`config.mk`:
```
export PLATFORM = sky130hd
export DESIGN_NAME = carry_save_accumulator
export DESIGN_NICKNAME = d
export VERILOG_FILES = /design/src/rtl/csa_pkg.sv /design/src/rtl/compress42_row.sv /design/src/rtl/carry_save_accumulator.sv
export SDC_FILE = /design/constraint.sdc
export NUM_CORES = 1
export LEC_CHECK = 0
export CAP_MARGIN = 20
export CORE_ASPECT_RATIO = 1.1
export CORE_MARGIN = 5
export CORE_UTILIZATION = 45
export DETAILED_ROUTE_END_ITERATION = 12
export HOLD_SLACK_MARGIN = 0.12
export PLACE_DENSITY_LB_ADDON = 0.25
export SLEW_MARGIN = 10
export SYNTH_ARGS = -nofsm -noshare
export SYNTH_HDL_FRONTEND = slang
export SYNTH_HIERARCHICAL = 1
export SYNTH_SLANG_ARGS = --single-unit
```
`constraint.sdc`:
```
create_clock -name clk -period 2.1 [get_ports clk]
set_input_delay 0.42 -clock clk [delete_from_list [all_inputs] [get_ports clk]]
set_output_delay 0.42 -clock clk [all_outputs]
set_load 0.03 [all_outputs]
```
`src/rtl/csa_pkg.sv`:
```
// Shared types and sizing helpers for the carry-save accumulator.
// Contents:
//   csa_state_t  - controller states; the split-resolve encodings always exist
//   acc_width()  - accumulator/result width for a given operand width and beat limit
//   beat_width() - width of the beat counter (must be able to hold MAX_BEATS)
package csa_pkg;

  typedef enum logic [2:0] {
    IDLE       = 3'd0,
    ACCUM      = 3'd1,
    RESOLVE    = 3'd2,
    DONE       = 3'd3,
    RESOLVE_LO = 3'd4,
    RESOLVE_HI = 3'd5
  } csa_state_t;

  // One guard bit on top of the log2 growth keeps forced-length sums exact.
  function automatic int unsigned acc_width(input int unsigned width,
                                            input int unsigned max_beats);
    return width + $clog2(max_beats) + 1;
  endfunction

  function automatic int unsigned beat_width(input int unsigned max_beats);
    return $clog2(max_beats) + 1;
  endfunction

endpackage

```
`src/rtl/compress42_row.sv`:
```
// One row of 4:2 compressors reducing four ACC_WIDTH-bit rows to sum + carry.
// Ports:
//   in0..in3 - rows to reduce (all weight-aligned)
//   sum      - per-column sum bits, weight 2^i
//   carry    - carry out of column i (weight 2^(i+1)) for columns 0..ACC_WIDTH-2;
//              the top column's carry and its chain Cout fall off the result width
// Purely combinational; the inter-column Cout->Cin chain lives inside.
module compress42_row #(
  parameter int unsigned ACC_WIDTH = 21
) (
  input  logic [ACC_WIDTH-1:0] in0,
  input  logic [ACC_WIDTH-1:0] in1,
  input  logic [ACC_WIDTH-1:0] in2,
  input  logic [ACC_WIDTH-1:0] in3,
  output logic [ACC_WIDTH-1:0] sum,
  output logic [ACC_WIDTH-2:0] carry
);

  // cin_col[i] is the chain carry entering column i; column 0 has none.
  logic [ACC_WIDTH-1:0] cin_col;

  assign cin_col[0] = 1'b0;

  for (genvar i = 0; i < ACC_WIDTH; i++) begin : g_col
    logic s1;

    // First full adder over in0..in2, second over s1, in3 and the chain carry.
    assign s1     = in0[i] ^ in1[i] ^ in2[i];
    assign sum[i] = s1 ^ in3[i] ^ cin_col[i];

    if (i < ACC_WIDTH - 1) begin : g_carry
      assign cin_col[i+1] = (in0[i] & in1[i]) | (in0[i] & in2[i]) | (in1[i] & in2[i]);
      assign carry[i]     = (s1 & in3[i]) | (s1 & cin_col[i]) | (in3[i] & cin_col[i]);
    end
  end

endmodule

```
`src/rtl/carry_save_accumulator.sv`:
```
// Sequential multi-operand adder: folds a stream of operand pairs into a
// carry-save accumulator through a single reused 4:2 compressor row, then
// resolves it with a carry-propagate add and presents the sum.
// Ports:
//   clk, reset_n         - clock, synchronous active-low reset
//   in_valid/in_ready    - operand pair handshake; in_a, in_b operands, in_last ends txn
//   out_valid/out_ready  - result handshake; out_sum (mod 2^ACC_WIDTH), out_beats
//   busy                 - controller not idle
// Build option: define CSA_CPA_PIPE_EN to split the final add over two cycles
// (low half, then high half plus registered carry); results are identical.
module carry_save_accumulator
  import csa_pkg::*;
#(
  parameter  int unsigned WIDTH      = 16,
  parameter  int unsigned MAX_BEATS  = 16,
  localparam int unsigned ACC_WIDTH  = acc_width(WIDTH, MAX_BEATS),
  localparam int unsigned BEAT_WIDTH = beat_width(MAX_BEATS)
) (
  input  logic                  clk,
  input  logic                  reset_n,
  input  logic                  in_valid,
  output logic                  in_ready,
  input  logic [WIDTH-1:0]      in_a,
  input  logic [WIDTH-1:0]      in_b,
  input  logic                  in_last,
  output logic                  out_valid,
  input  logic                  out_ready,
  output logic [ACC_WIDTH-1:0]  out_sum,
  output logic [BEAT_WIDTH-1:0] out_beats,
  output logic                  busy
);

`ifdef CSA_CPA_PIPE_EN
  localparam csa_state_t RES_FIRST = RESOLVE_LO;
`else
  localparam csa_state_t RES_FIRST = RESOLVE;
`endif

  csa_state_t state, next_state;

  logic [ACC_WIDTH-1:0]  acc_sum;
  logic [ACC_WIDTH-2:0]  acc_carry;   // top carry bit would be shifted out, so never stored
  logic [ACC_WIDTH-1:0]  carry_sh;
  logic [BEAT_WIDTH-1:0] beat_cnt;
  logic [BEAT_WIDTH-1:0] beat_next;
  logic [ACC_WIDTH-1:0]  op_sum;
  logic [ACC_WIDTH-1:0]  op_carry;
  logic [ACC_WIDTH-1:0]  row_sum;
  logic [ACC_WIDTH-2:0]  row_carry;
  logic                  can_accept;
  logic                  accept;
  logic                  terminate;

  assign carry_sh = {acc_carry, 1'b0};

  // Next-state and beat bookkeeping.
  always_comb begin
    next_state = state;
    can_accept = (state == IDLE) || (state == ACCUM);
    accept     = in_valid && can_accept;
    beat_next  = (state == IDLE) ? BEAT_WIDTH'(1) : beat_cnt + BEAT_WIDTH'(1);
    terminate  = in_last || (beat_next == BEAT_WIDTH'(MAX_BEATS));
    // First beat of a transaction sees zero state, which clears the accumulator.
    op_sum     = (state == IDLE) ? '0 : acc_sum;
    op_carry   = (state == IDLE) ? '0 : carry_sh;

    case (state)
      IDLE, ACCUM: begin
        if (accept) begin
          next_state = terminate ? RES_FIRST : ACCUM;
        end
      end
      RESOLVE:    next_state = DONE;
      RESOLVE_LO: next_state = RESOLVE_HI;
      RESOLVE_HI: next_state = DONE;
      DONE: begin
        if (out_ready) begin
          next_state = IDLE;
        end
      end
      default:    next_state = IDLE;
    endcase
  end

  compress42_row #(
    .ACC_WIDTH(ACC_WIDTH)
  ) u_row (
    .in0   (ACC_WIDTH'(in_a)),
    .in1   (ACC_WIDTH'(in_b)),
    .in2   (op_sum),
    .in3   (op_carry),
    .sum   (row_sum),
    .carry (row_carry)
  );

  // State register.
  always_ff @(posedge clk) begin
    if (!reset_n) begin
      state <= IDLE;
    end else begin
      state <= next_state;
    end
  end

`ifdef CSA_CPA_PIPE_EN
  localparam int unsigned LO_W  = ACC_WIDTH / 2;
  localparam int unsigned LO_W1 = LO_W + 1;
  localparam int unsigned HI_W  = ACC_WIDTH - LO_W;

  logic [LO_W-1:0] res_lo;
  logic            cpa_carry;
  logic [LO_W:0]   lo_add;
  logic [HI_W-1:0] hi_add;

  assign lo_add = LO_W1'(acc_sum[LO_W-1:0]) + LO_W1'(carry_sh[LO_W-1:0]);
  assign hi_add = acc_sum[ACC_WIDTH-1:LO_W] + carry_sh[ACC_WIDTH-1:LO_W] + HI_W'(cpa_carry);
`endif

  // Registered outputs and datapath; status flags track the upcoming state.
  always_ff @(posedge clk) begin
    if (!reset_n) begin
      in_ready  <= 1'b1;
      busy      <= 1'b0;
      out_valid <= 1'b0;
      acc_sum   <= '0;
      acc_carry <= '0;
      beat_cnt  <= '0;
      out_sum   <= '0;
      out_beats <= '0;
`ifdef CSA_CPA_PIPE_EN
      res_lo    <= '0;
      cpa_carry <= 1'b0;
`endif
    end else begin
      in_ready  <= (next_state == IDLE) || (next_state == ACCUM);
      busy      <= next_state != IDLE;
      out_valid <= next_state == DONE;

      if (accept) begin
        acc_sum   <= row_sum;
        acc_carry <= row_carry;
        beat_cnt  <= beat_next;
      end

      case (state)
`ifdef CSA_CPA_PIPE_EN
        RESOLVE_LO: begin
          res_lo    <= lo_add[LO_W-1:0];
          cpa_carry <= lo_add[LO_W];
        end
        RESOLVE_HI: begin
          out_sum   <= {hi_add, res_lo};
          out_beats <= beat_cnt;
        end
`else
        RESOLVE: begin
          out_sum   <= acc_sum + carry_sh;
          out_beats <= beat_cnt;
        end
`endif
        default: ;
      endcase
    end
  end

endmodule

```
==> out/qor.csv <==
metric,value,unit
Nets,767,
initial antenna violation count,0,
P_leak,2.51,nW
Final setup viols,3,
Syn. warnings,6,
synthesized flop and latch total,78,
final hold vios,0,
row cnt,40,
height of the die,119,um
TritonCTS clock tree,built,
synthesized instance count,568,
DP Wirelength,8.16,mm
final cycle utilization of the critical path,1.00,
total power draw,4.28,mW
Post-Route WL,12.1,mm
Final GP Congestion,0.845,
"Slew Viols, Final",0,
delay of the slowest critical-path stage,490,ps
buffer and inverter count on the worst path,2,
Final Critical Period,2110,ps
HP Start,out_sum[3]$_SDFFE_PN0N_,
placed cell count,796,
routed wire length per instance,14.7,um
Fill cells,912,
WL met2,6.10,mm
TritonRoute pass-1 iters,4,
Synth Area per Inst,8.61,um^2
share of cells above drive strength 1,0.180,
total track usage,0.191,
non-filler instance count after layout,821,
"delay-heaviest family, CP",adder cells,
Layout area overhead,35.0,%
wl on met1,5.36,mm
remaining global-route overflow,0,
ys async rst share,0,
share of the synthesized area in the top cell type,0.319,
clk_lat worst skew,350,ps
Worst setup SP type,flip-flop,
DR top layer,met4,
Hold Path Class,flip-flop to flip-flop,
Hold Crit Depth,2,
Post-synth EDFFs,0,
WP data arrival,2390,ps
Worst Setup End Kind,flip-flop,
most frequent cell after synthesis,nand2_1,
Clock Pin Slew Worst Setup and Hold Paths,70,ps
Max Fclk,474,MHz
Starting DRT DRC Count,175,
routed vias,4286,
Initial Util,0.454,
CTS sink cnt,78,
H-tree levels,3,
post-route ant nets,0,
"Critical Path, Cell by Cell",nor3_4 > buf_6 > clkbuf_16 > nor2b_1 > fa_1 > fa_1 > nand2_1 > a21oi_2,
Placement Setup Slack,-58.3,ps
post-route DRC violation count,0,
Setup WS post-layout,-9.70,ps
worst r2r src,state[2]$_SDFF_PN0_,
largest net degree at the start of global routing,43,
Synth Cell Area,4890,um^2
WHS Endpoint,out_sum[3]$_SDFFE_PN0N_,
RSZ-0062 raised after global routing,yes,
met3 wire len,485,um
Yosys cell types,57,
R2R setup slack,-10,ps
die area,13100,um^2
core area,10800,um^2
sequential-to-total area share from yosys stat,0.319,
# diodes,0,
Slowest cell on crit path,fa_1,
Max-Cap Viols,0,
CTS Buffer Depth,2,
failing checks,negative setup slack,
Layout Skew,6.87,ps
depth of the most critical reg-to-reg path,8,
Fin Setup TNS,-20.2,ps
Area contributors post-synth,"dfxtp_1 32%, fa_1 16%, nand2_1 9.9%, a21oi_1 7.5%, ha_1 5.4%",
most repeated library cell on the critical path,fa_1,
reg2reg end,acc_sum[1]$_SDFFE_PN0P_,
global-route wire length before repair,19.9,mm
PwrDens,649,nW/um^2
worst vdd rail ir drop,0.000389,V
I/O pin total,66,
Die X,109,um
cts bufs inserted,9,
Synth Flop Type,dfxtp_1,
outcome,finished with violations,
Root Buffer,clkbuf_16,
Worst path depth,8,
vias per cell,5.22,
Max Fanout on Critical Path,5,
port buffer count,65,
Synth top cells by count,"129 x nand2_1, 78 x dfxtp_1, 73 x a21oi_1, 41 x nor2b_1, 40 x fa_1",
Hold Buf Count CTS,0,
Crit Path Category,flip-flop to flip-flop,
Worst Path Required,2380,ps
Synth area leader,dfxtp_1,
number of global-route vias before repair,4298,
## area by class of cell
cell class | instances | area, um^2 | share of cell area
Multi-Input combinational cell | 463 | 3440 | 0.522
Sequential cell | 78 | 1580 | 0.240
Timing Repair Buffer | 111 | 1090 | 0.165
Clock buffer | 9 | 225 | 0.0341
Tap cell | 147 | 184 | 0.0279
Clock inverter | 7 | 57.6 | 0.00872
Inverter | 6 | 22.5 | 0.00341
## metrics by stage
stage          area, um^2   util  hold WS, ps
2_1_floorplan        4970      -          441
3_3_place_gp         5950  0.553          442
3_5_place_dp         5950  0.553          446
4_1_cts              6390  0.593          455
5_1_grt              6600  0.613          474
6_report             6600  0.613          452
## power breakdown
| part | internal [mW] | switching [mW] | total (mW) |
|---|---|---|---|
| registers | 1.58 | 0.0835 | 1.66 |
| clock network | 0.814 | 0.685 | 1.50 |
| logic | 0.542 | 0.581 | 1.12 |
| total | 2.93 | 1.35 | 4.28 |
## registers in the layout, summed over array words and instances (netlist names), 3 cells and up
signal	flops
acc_sum	21
out_sum	21
out_beats	5
state	3
beat_cnt	5
acc_carry	20
## layout by cell type (no fill, tap or decap), types with 11 or more instances in the layout
master,n
nand3_1,15
a21oi_1,63
clkdlybuf4s50_1,65
buf_4,38
o21ai_0,16
nor2_1,19
dfxtp_2,15
conb_1,11
a21oi_2,11
ha_1,11
nor2b_1,38
nand2_1,129
fa_1,38
dfxtp_1,63
## worst max path at each step
| stage | startpoint | slack [ps] | endpoint |
|---|---|---|---|
| after floorplan | state[2]$_SDFF_PN0_ | -130 | acc_sum[2]$_SDFFE_PN0P_ |
| after global placement | state[2]$_SDFF_PN0_ | -7 | acc_sum[10]$_SDFFE_PN0P_ |
| after detailed placement | state[2]$_SDFF_PN0_ | -60 | acc_sum[9]$_SDFFE_PN0P_ |
| after CTS | state[0]$_SDFF_PN0_ | -10 | acc_sum[9]$_SDFFE_PN0P_ |
| after global routing | state[2]$_SDFF_PN0_ | -70 | acc_sum[16]$_SDFFE_PN0P_ |
| final | state[2]$_SDFF_PN0_ | -10 | acc_sum[1]$_SDFFE_PN0P_ |
## cell families (layout without fill, tap and decap cells)
family | count (synthesis) | after routing | share of synthesized area
compound gates | 137 | 137 | 0.169
buf+inv | 37 | 133 | 0.0294
mux | 2 | 2 | 0.00435
other cells | 1 | 11 | 0.000767
fa+ha+maj | 61 | 61 | 0.218
simple gates | 240 | 240 | 0.235
xor+xnor | 12 | 12 | 0.0243
flops | 78 | 78 | 0.319
## tightest hold or removal path, stage by stage (launching register included)
cell	delay, ps
dfxtp_1	310
nand2_1	50
a21oi_1	50
## routing by layer
metal,up-vias,global-route usage
met5,-,0
met2,62,0.323
met4,0,0.0624
met1,2077,0.245
met3,9,0.0341
li1,2138,-
## timing repair
item	4_1_cts	5_1_grt
setup endpoints to repair	17	33
pin swaps	13	26
buffers inserted	6	1
cloned	2	1
gates resized for setup	13	45
(Power assumes the default switching activity.)
